File: src/rtl/fma_issue_arbiter_pkg.sv
// Shared field widths and micro-op encodings for the FMA issue arbiter.
package fma_issue_arbiter_pkg;
  localparam int RM_W = 3;
  localparam int OP_W = 4;

  typedef enum logic [OP_W-1:0] {
    FMA_OP_FMADD  = 4'd0,
    FMA_OP_FMSUB  = 4'd1,
    FMA_OP_FNMADD = 4'd2,
    FMA_OP_FNMSUB = 4'd3
  } fma_op_e;
endpackage

File: src/rtl/fma_issue_arbiter_rr_arbiter.sv
// Round-robin arbiter: scans from the last winner + 1, owns the priority pointer.
module rr_arbiter #(
  parameter int NREQ = 2
) (
  input  logic                    clk,
  input  logic                    rst_n,
  input  logic [NREQ-1:0]         req_i,
  input  logic                    en_i,
  input  logic                    upd_i,
  output logic [NREQ-1:0]         gnt_o,
  output logic [$clog2(NREQ)-1:0] idx_o
);
  localparam int IW = $clog2(NREQ);

  logic [IW-1:0] ptr_q, ptr_d;
  logic          found;
  int            c;

  always_comb begin
    gnt_o = '0;
    idx_o = '0;
    found = 1'b0;
    c     = 0;
    if (en_i) begin
      for (int k = 1; k <= NREQ; k++) begin
        c = (int'(ptr_q) + k) % NREQ;
        if (!found && req_i[c]) begin
          found    = 1'b1;
          gnt_o[c] = 1'b1;
          idx_o    = IW'(c);
        end
      end
    end
    ptr_d = upd_i ? idx_o : ptr_q;
  end

  // Reset to the last index so requester 0 wins the first scan.
  always_ff @(posedge clk or negedge rst_n) begin
    if (!rst_n) ptr_q <= IW'(NREQ - 1);
    else        ptr_q <= ptr_d;
  end
endmodule

File: src/rtl/fma_issue_arbiter.sv
// Shares one fixed-latency FMA among NREQ requesters with credit-protected response FIFO.
// Optional synchronous flush port enabled by FMA_ARB_FLUSH_EN.
module fma_issue_arbiter
  import fma_issue_arbiter_pkg::*;
#(
  parameter int NREQ     = 2,
  parameter int LAT      = 3,
  parameter int RQ_DEPTH = 4,
  parameter int DW       = 32,
  parameter int TAGW     = 10
) (
  input  logic                    clk,
  input  logic                    rst_n,
`ifdef FMA_ARB_FLUSH_EN
  input  logic                    flush,
`endif
  input  logic [NREQ-1:0]         req_valid,
  output logic [NREQ-1:0]         req_ready,
  input  logic [NREQ*RM_W-1:0]    req_rm,
  input  logic [NREQ*OP_W-1:0]    req_op,
  input  logic [NREQ*DW-1:0]      req_a,
  input  logic [NREQ*DW-1:0]      req_b,
  input  logic [NREQ*DW-1:0]      req_c,
  input  logic [NREQ*TAGW-1:0]    req_tag,
  output logic                    fma_valid,
  output logic [RM_W-1:0]         fma_rm,
  output logic [OP_W-1:0]         fma_op,
  output logic [DW-1:0]           fma_a,
  output logic [DW-1:0]           fma_b,
  output logic [DW-1:0]           fma_c,
  input  logic [DW-1:0]           fma_result,
  output logic                    rsp_valid,
  input  logic                    rsp_ready,
  output logic [$clog2(NREQ)-1:0] rsp_id,
  output logic [TAGW-1:0]         rsp_tag,
  output logic [DW-1:0]           rsp_data
);
  localparam int IW = $clog2(NREQ);
  localparam int AW = $clog2(RQ_DEPTH);
  localparam int CW = AW + 1;

  typedef struct packed {
    logic [RM_W-1:0] rm;
    logic [OP_W-1:0] op;
    logic [DW-1:0]   a;
    logic [DW-1:0]   b;
    logic [DW-1:0]   c;
    logic [TAGW-1:0] tag;
  } fma_req_t;

  typedef struct packed {
    logic [IW-1:0]   id;
    logic [TAGW-1:0] tag;
    logic [DW-1:0]   data;
  } fma_rsp_t;

  logic flush_w;
`ifdef FMA_ARB_FLUSH_EN
  assign flush_w = flush;
`else
  assign flush_w = 1'b0;
`endif

  fma_req_t [NREQ-1:0] req;
  for (genvar i = 0; i < NREQ; i++) begin : g_req
    assign req[i] = '{rm:  req_rm[i*RM_W +: RM_W], op: req_op[i*OP_W +: OP_W],
                      a:   req_a[i*DW +: DW],      b:  req_b[i*DW +: DW],
                      c:   req_c[i*DW +: DW],      tag: req_tag[i*TAGW +: TAGW]};
  end

  logic [CW-1:0]   credits_q, credits_d;
  logic            arb_en, issue, push, pop, full;
  logic [NREQ-1:0] gnt;
  logic [IW-1:0]   gnt_idx;
  fma_req_t        sel;

  // Reset gates the grant too, so req_ready reads 0 the moment rst_n drops.
  assign arb_en = rst_n & ~flush_w & (credits_q != '0);

  rr_arbiter #(.NREQ(NREQ)) u_arb (
    .clk   (clk),
    .rst_n (rst_n),
    .req_i (req_valid),
    .en_i  (arb_en),
    .upd_i (issue),
    .gnt_o (gnt),
    .idx_o (gnt_idx)
  );

  assign req_ready = gnt;
  assign issue     = |(req_valid & gnt);
  assign sel       = req[gnt_idx];
  assign fma_valid = issue;
  assign fma_rm    = sel.rm;
  assign fma_op    = sel.op;
  assign fma_a     = sel.a;
  assign fma_b     = sel.b;
  assign fma_c     = sel.c;

  logic [LAT-1:0]           vld_pipe_q;
  logic [LAT-1:0][IW-1:0]   id_pipe_q;
  logic [LAT-1:0][TAGW-1:0] tag_pipe_q;

  always_ff @(posedge clk or negedge rst_n) begin
    if (!rst_n) begin
      vld_pipe_q <= '0;
      id_pipe_q  <= '0;
      tag_pipe_q <= '0;
    end else begin
      for (int s = LAT - 1; s > 0; s--) begin
        vld_pipe_q[s] <= vld_pipe_q[s-1];
        id_pipe_q[s]  <= id_pipe_q[s-1];
        tag_pipe_q[s] <= tag_pipe_q[s-1];
      end
      vld_pipe_q[0] <= issue;
      id_pipe_q[0]  <= gnt_idx;
      tag_pipe_q[0] <= sel.tag;
      if (flush_w) vld_pipe_q <= '0;
    end
  end

  fma_rsp_t      mem_q [RQ_DEPTH];
  logic [CW-1:0] wr_q, rd_q;
  fma_rsp_t      head;

  assign push      = vld_pipe_q[LAT-1];
  assign rsp_valid = (wr_q != rd_q);
  assign pop       = rsp_valid & rsp_ready;
  assign full      = (wr_q[AW] != rd_q[AW]) && (wr_q[AW-1:0] == rd_q[AW-1:0]);
  assign head      = mem_q[rd_q[AW-1:0]];
  assign rsp_id    = head.id;
  assign rsp_tag   = head.tag;
  assign rsp_data  = head.data;

  always_ff @(posedge clk) begin
    if (push) mem_q[wr_q[AW-1:0]] <= '{id: id_pipe_q[LAT-1], tag: tag_pipe_q[LAT-1], data: fma_result};
  end

  always_ff @(posedge clk or negedge rst_n) begin
    if (!rst_n) begin
      wr_q <= '0;
      rd_q <= '0;
    end else if (flush_w) begin
      wr_q <= '0;
      rd_q <= '0;
    end else begin
      if (push) wr_q <= wr_q + 1'b1;
      if (pop)  rd_q <= rd_q + 1'b1;
    end
  end

  // A slot freed by a pop only becomes a credit on the following cycle.
  always_comb begin
    credits_d = credits_q - CW'(issue) + CW'(pop);
    if (flush_w) credits_d = CW'(RQ_DEPTH);
  end

  always_ff @(posedge clk or negedge rst_n) begin
    if (!rst_n) credits_q <= CW'(RQ_DEPTH);
    else        credits_q <= credits_d;
  end

  a_no_overflow: assert property (@(posedge clk) disable iff (!rst_n) !(push && full && !pop));
  a_credit_max:  assert property (@(posedge clk) disable iff (!rst_n) credits_q <= CW'(RQ_DEPTH));
endmodule

File: config.mk
export PLATFORM = sky130hd
export DESIGN_NAME = fma_issue_arbiter
export DESIGN_NICKNAME = d
export VERILOG_FILES = /design/src/rtl/fma_issue_arbiter_pkg.sv /design/src/rtl/fma_issue_arbiter_rr_arbiter.sv /design/src/rtl/fma_issue_arbiter.sv
export SDC_FILE = /design/constraint.sdc
export NUM_CORES = 1
export LEC_CHECK = 0
export BUFFER_PORTS_ARGS = -buffer_cell sky130_fd_sc_hd__buf_2
export CORE_AREA = 2 2 159 161
export CTS_BUF_LIST = sky130_fd_sc_hd__clkbuf_8
export DETAILED_ROUTE_END_ITERATION = 8
export DIE_AREA = 0 0 161 163
export PLACE_DENSITY = 0.7
export SYNTH_ARGS = -nofsm -noshare
export SYNTH_HDL_FRONTEND = slang
export SYNTH_SLANG_ARGS = --single-unit
File: constraint.sdc
create_clock -name clk -period 2.89 [get_ports clk]
set_input_delay 0.289 -clock clk [delete_from_list [all_inputs] [get_ports clk]]
set_output_delay 0.289 -clock clk [all_outputs]
set_load 0.05 [all_outputs]
Yosys cells after proc, flatten, opt, wreduce, memory -nomap -nowiden
Memory sizes are Yosys's and may differ from the RTL's. Cells that the tools add are included.

Bits in registers: 46. RAM bits: 172. Logic and storage cells: 59. Memories kept: 1.

Memories: mem_q (depth 4, width 43, rd ports 1, clocked after memory_dff 0, write ports 1, line fma_issue_arbiter.sv:122) `fma_rsp_t mem_q [RQ_DEPTH];`.

$add $sub $neg: 6. Order comparisons: 5. Equality and inequality tests: 1. Multiplexer cells: 23. Bitwise operators: 6. Reductions and logical operators: 6.

Operator list (number): 113-bit 2-to-1 mux (2); 1-bit 2-to-1 mux (15); 2-bit 2-to-1 mux (4); 3-bit by 1-bit adder with 3-bit output, second input constant (2); 2-bit by 3-bit < comparator with 1-bit output, second input constant (2); 2-bit by 1-bit >= comparator with 1-bit output, second input constant (2); 3-bit by 1-bit adder with 3-bit output (1); 1-bit logical AND (3); 3-bit inequality test (1); 3-bit nonzero test (1); 3-bit by 1-bit subtractor with 3-bit output (1); 1-bit adder, second input constant (2); 1-bit bitwise AND (2); 1-bit bitwise AND, first input constant (2); 2-bit bitwise AND (1); 1-bit demux with 1-bit select (2); 1-bit by 2-bit < comparator with 1-bit output, second input constant (1); 2-bit OR (1); 2-bit OR reduction (1); 1-bit logical NOT (1).

Depth between registers and ports, before layout
Depth in word-level cells: 15. Depth in mapped cells: 9. Gate-level depth less buffers: 8.

Cells and area by module
A second synthesis with hierarchy kept.

Cell total of the unflattened synthesis: 550. Area, all modules: 9940.8 sq um.

By module, submodules not included: fma_issue_arbiter (instances 1, cells an instance 541, area each 9867.0 sq um); rr_arbiter (instances 1, cells an instance 9, area each 73.8 sq um).

Least setup slack after synthesis
No wires, ideal clock.

Path type: register to register. Start point: register credits_q[2]. End point: register credits_q[2]. Setup time: 0.075 ns. Data arrival time: 2.274 ns. Required time: 2.815 ns. Slack: 0.541 ns. Stages on the path, launching flop included: 9. Buffers on the path: 0. Path through: dfstp_2 -> o31a_1 -> o21a_1 -> ha_1 -> inv_1 -> ha_1 -> fa_1 -> xnor2_1 -> xnor2_1.

Cells in the longest elaborated chain, start to end: 7.

Ends and longest elaborated chain: start, declared (line fma_issue_arbiter.sv:71) `logic [CW-1:0] credits_q, credits_d;`; start signal, assigned (line fma_issue_arbiter.sv:159) `if (!rst_n) credits_q <= CW'(RQ_DEPTH);`; start signal, assigned (line fma_issue_arbiter.sv:160) `else credits_q <= credits_d;`; 3-bit nonzero test (line fma_issue_arbiter.sv:78) `assign arb_en = rst_n & ~flush_w & (credits_q != '0);`; 1-bit bitwise AND (line fma_issue_arbiter.sv:78); 2-bit 2-to-1 mux (line fma_issue_arbiter_rr_arbiter.sv:24) `if (en_i) begin`; 2-bit bitwise AND (line fma_issue_arbiter.sv:91) `assign issue = |(req_valid & gnt);`; 2-bit OR reduction (line fma_issue_arbiter.sv:91); named net fma_valid (line fma_issue_arbiter.sv:25) `output logic fma_valid,`; 3-bit by 1-bit subtractor with 3-bit output (line fma_issue_arbiter.sv:154) `credits_d = credits_q - CW'(issue) + CW'(pop);`; 3-bit by 1-bit adder with 3-bit output (line fma_issue_arbiter.sv:154); named net credits_d[2] (line fma_issue_arbiter.sv:71).

The timed path passes the listed nets, and every way through them passes these cells. A chain may end at the register's enable or synchronous reset.

Final worst setup path
Start point: register credits_q[2]. End point: output fma_b[0].

Cells in the longest elaborated chain, start to end: 5.

Ends and longest elaborated chain: 3-bit nonzero test (line fma_issue_arbiter.sv:78); 1-bit bitwise AND (line fma_issue_arbiter.sv:78); 1-bit 2-to-1 mux (line fma_issue_arbiter_rr_arbiter.sv:24); 113-bit 2-to-1 mux (not written as such) (2 in a row) (line fma_issue_arbiter.sv:92) `assign sel = req[gnt_idx];`; end, declared (line fma_issue_arbiter.sv:29) `output logic [DW-1:0] fma_b,`.

No other way between the ends. The select of a mux whose other input is x is not followed.

==> flow_metrics.py <==
metrics = {
    "outcome": {
        "outcome": "finished clean",
    },
    "logic_synthesis": {
        "yosysSeqAreaShare_pct": 62.71,
        "netlist.top_cell.by_area": "sky130_fd_sc_hd__edfxtp_1",
        "ys_top_cells_by_area": "sky130_fd_sc_hd__edfxtp_1 (51%), sky130_fd_sc_hd__dfrtp_1 (11%), sky130_fd_sc_hd__mux4_2 (9.6%), sky130_fd_sc_hd__mux2_4 (8.8%), sky130_fd_sc_hd__buf_4 (7.7%)",
        "number_of_library_cell_types_mapped_by_synthesis": 31,
        "ys_warn_count": 0,
        "netlist.area_leader.share_pct": 51.26,
        "synthesis.area_mm2": 0.01008,
        "synth-seq-cells": 218,
        "synth_fp_nets": 819,
        "post_synth_inst_count": 548,
        "postSynthAreaPerCell_um2": 18.39,
    },
    "sta": {
        "rsz0062_at_grt": "no",
        "final_slew_violations": 0,
        "slew-limit-headroom_pct": 55.63,
        "layout_min_cycle_time_ps": 2788,
        "post_route_setup_tns_ps": 0,
        "final-setup-viol-count": 0,
        "clock-skew-final_ps": 16.76,
        "final-hold-violation-count": 0,
        "postLayoutSetupSlackWorst_ps": 101.6,
        "tightestPinTransition_ps": 665.6,
        "fmax_achieved_mhz": 358.6,
        "final_worst_path_period_share_pct": 96.48,
    },
    "job": {
        "maxCapViolations": 0,
    },
    "placed_design": {
        "dp_cells": 1179,
        "hpwl_um": 24370,
        "placement.io_buffers": 412,
        "gpl.final_weighted_congestion": 0.9063,
        "place_worst_setup_slack_ps": 445.9,
    },
    "hold_path": {
        "hold_class": "in2reg",
    },
    "cells_and_area": {
        "finalNetCount": 1188,
        "area_growth_from_synthesis_to_layout_pct": 27.63,
        "layout-drive-gt1-share_pct": 68.19,
        "stdcell_count": 1280,
    },
    "die": {
        "initial_core_util_pct": 40.84,
        "die_height_um": 163,
        "io_pins": 413,
        "dieArea_mm2": 0.02624,
        "floorplan.rows": 58,
        "die_x_um": 161,
        "design.core.area_mm2": 0.02467,
    },
    "setup_path": {
        "critPathMaxFanout": 22,
        "critical_path.endpoint_type": "output port",
        "timing.critical_path.max_delay_family": "flip-flops",
        "worstPathArrival_ps": 2500,
        "crit_slowest_cell": "sky130_fd_sc_hd__dfstp_2",
        "crit_type": "reg2out",
        "crit_required_ps": 2600,
        "worstPathBufferInverterCount": 2,
        "crit_chain": "o31a_1 -> and3_4 -> buf_4 -> mux2_2 -> buf_2",
        "worst_setup_path_start_kind": "register",
        "worst_path_largest_cell_delay_ps": 540,
    },
    "global_routing": {
        "maximum_number_of_pins_on_one_net_before_global_route_repair": 47,
        "grt_pass1_vias": 6559,
        "antenna_violations_before_repair": 14,
        "globalRouteTotalUtil_pct": 23.22,
        "grt_first_pass_wirelength_um": 43170,
        "grt-ovfl-total": 0,
    },
    "drt": {
        "drt-initial-drc-count": 349,
        "detailroute.via_count": 6271,
        "average_routed_wire_per_standard_cell_um": 24.52,
        "wl_um": 31380,
        "via_count_normalized_by_instance_count": 4.899,
        "ant_nets": 0,
        "firstDrtPassIters": 4,
        "drt_drc_violations_left": 0,
    },
    "power_and_ir_drop": {
        "fin_total_pwr_w": 0.01179,
        "power_frac_clock_pct": 21.0,
        "power_frac_seq_pct": 35.2,
        "sw_frac_of_total_pct": 40.67,
        "ir_worst_vdd_mv": 0.5997,
        "p_switching_w": 0.004797,
        "p_int_w": 0.006997,
        "leakage_nw": 5.414,
        "power_frac_comb_pct": 43.8,
        "powerDensity_mw_per_mm2": 917.1,
    },
    "clock_network": {
        "numCtsBuffers": 35,
        "cts.path.max_buffers": 3,
        "tritoncts": "done",
        "clock_sinks": 218,
        "insertion_delay_ps": 500,
        "path_clk_slew_ps": 70,
        "htree_num_levels": 2,
        "clockRootBuffer": "sky130_fd_sc_hd__clkbuf_8",
    },
}
[final timing paths]
check	from	end	slack, ps	depth (start not counted)
worst max-delay path	credits_q[2]	fma_b[0]	100	5
worst min-delay path	fma_result[8]	mem_q[3][8]	30	1
worst max register to register	rd_q[0]	credits_q[2]	480	8
worst min register to register	tag_pipe_q[6]	tag_pipe_q[16]	350	0
max in group asynchronous	rst_n	rd_q[0]	1970	3
min in group asynchronous	rst_n	credits_q[1]	480	3
[registers in the layout (all words and copies together) (netlist names)]
register     count
tag_pipe_q      30
u_arb.ptr_q      1
wr_q             3
mem_q          172
credits_q        3
id_pipe_q        3
vld_pipe_q       3
rd_q             3
[cells in the final DEF (no fill, tap or decap), types with 4 or more instances in the layout]
| cell type | instances |
|---|---|
| sky130_fd_sc_hd__mux2_2 | 54 |
| sky130_fd_sc_hd__buf_2 | 411 |
| sky130_fd_sc_hd__ha_1 | 7 |
| sky130_fd_sc_hd__inv_1 | 14 |
| sky130_fd_sc_hd__mux2_4 | 59 |
| sky130_fd_sc_hd__clkbuf_8 | 39 |
| sky130_fd_sc_hd__diode_2 | 7 |
| sky130_fd_sc_hd__dlygate4sd3_1 | 28 |
| sky130_fd_sc_hd__dfrtp_1 | 42 |
| sky130_fd_sc_hd__and2_2 | 4 |
| sky130_fd_sc_hd__edfxtp_1 | 172 |
| sky130_fd_sc_hd__buf_4 | 11 |
| sky130_fd_sc_hd__clkinv_1 | 9 |
| sky130_fd_sc_hd__buf_12 | 5 |
| sky130_fd_sc_hd__xnor2_1 | 4 |
| sky130_fd_sc_hd__mux4_2 | 43 |
| sky130_fd_sc_hd__xor2_1 | 4 |
[metal layers]
| metal | up-vias | track usage (%) | share of wire (%) |
|---|---|---|---|
| met5 | - | 0 | 0.064 |
| met4 | 4 | 6.818 | 2.2 |
| met3 | 39 | 6.468 | 8.2 |
| met2 | 317 | 41.07 | 52 |
| met1 | 3172 | 27.82 | 37 |
| li1 | 2739 | - | - |
[what timing repair did]
item / CTS / global route
buffers inserted: 1 / 1
resized for setup: 1 / 1
gates cloned: 1 / 0
pin swaps: 1 / 1
endpoints found under the hold margin: 137 / 0
endpoints found under the setup margin: 49 / 74
hold buffers: 28 / 0
[synth_stat cells]
cell type                  count
sky130_fd_sc_hd__a211oi_1      1
sky130_fd_sc_hd__a21oi_1       3
sky130_fd_sc_hd__a31oi_1       1
sky130_fd_sc_hd__and2_1        4
sky130_fd_sc_hd__and3_1        2
sky130_fd_sc_hd__buf_2        11
sky130_fd_sc_hd__buf_4       103
sky130_fd_sc_hd__buf_6         7
sky130_fd_sc_hd__clkbuf_1      5
sky130_fd_sc_hd__dfrtp_1      44
sky130_fd_sc_hd__dfstp_2       2
sky130_fd_sc_hd__edfxtp_1    172
sky130_fd_sc_hd__fa_1          1
sky130_fd_sc_hd__ha_1          7
sky130_fd_sc_hd__inv_1         7
sky130_fd_sc_hd__mux2_2       54
sky130_fd_sc_hd__mux2_4       59
sky130_fd_sc_hd__mux2i_1       1
sky130_fd_sc_hd__mux4_2       43
sky130_fd_sc_hd__nand2_1       3
sky130_fd_sc_hd__nand2b_1      1
sky130_fd_sc_hd__o21a_1        1
sky130_fd_sc_hd__o21ai_0       1
sky130_fd_sc_hd__o21ba_2       1
sky130_fd_sc_hd__o311a_1       1
sky130_fd_sc_hd__o311ai_0      1
sky130_fd_sc_hd__o31a_1        1
sky130_fd_sc_hd__o31ai_1       2
sky130_fd_sc_hd__or3_1         1
sky130_fd_sc_hd__xnor2_1       4
sky130_fd_sc_hd__xor2_1        4
[cells by family (layout without fill, tap and decap cells)]
logic type               count (synthesis)  count (layout)  synth area share [%]
AO/OA/AOI/OAI                           13              13                0.9313
XOR/XNOR                                 8               8                0.6953
adder cells (fa/ha/maj)                  8               8                 1.068
buffers and inverters                  133             528                 9.450
flip-flops                             218             218                 62.71
multiplexers                           157             157                 24.54
other                                    0               7                     0
AND/OR/NAND/NOR                         11              11                0.6085
[power by group through the flow]
stage | sequential (W) | combinational (W) | clock [W]
finish | 0.00415 | 0.00517 | 0.00248
floorplan | 0.00416 | 0.00417 | 0
global route | 0.00420 | 0.00543 | 0.00268
detailed placement | 0.00421 | 0.00515 | 0
CTS | 0.00415 | 0.00523 | 0.00256
global placement | 0.00418 | 0.00511 | 0
[area by class of cell]
type,count,area (um^2)
Multi-Input combinational cell,197,2815
Inverter,7,26.28
Sequential cell,218,6324
Fill cell,2074,11810
Timing Repair Buffer,458,2591
Clock inverter,24,136.4
Antenna cell,7,17.52
Tap cell,330,412.9
Clock buffer,39,536.8
[metrics by stage]
step           hold WS, ps  cell area (um^2)  utilization [%]
5_1_grt              3.967             12850            52.10
2_1_floorplan       -6.591             10080                -
4_1_cts             0.3814             12830            52.00
6_report             26.13             12860            52.12
3_5_place_dp         335.5             11830            47.95
3_3_place_gp         331.6             11830            47.95
No activity file was read; power rests on OpenSTA's default activity.
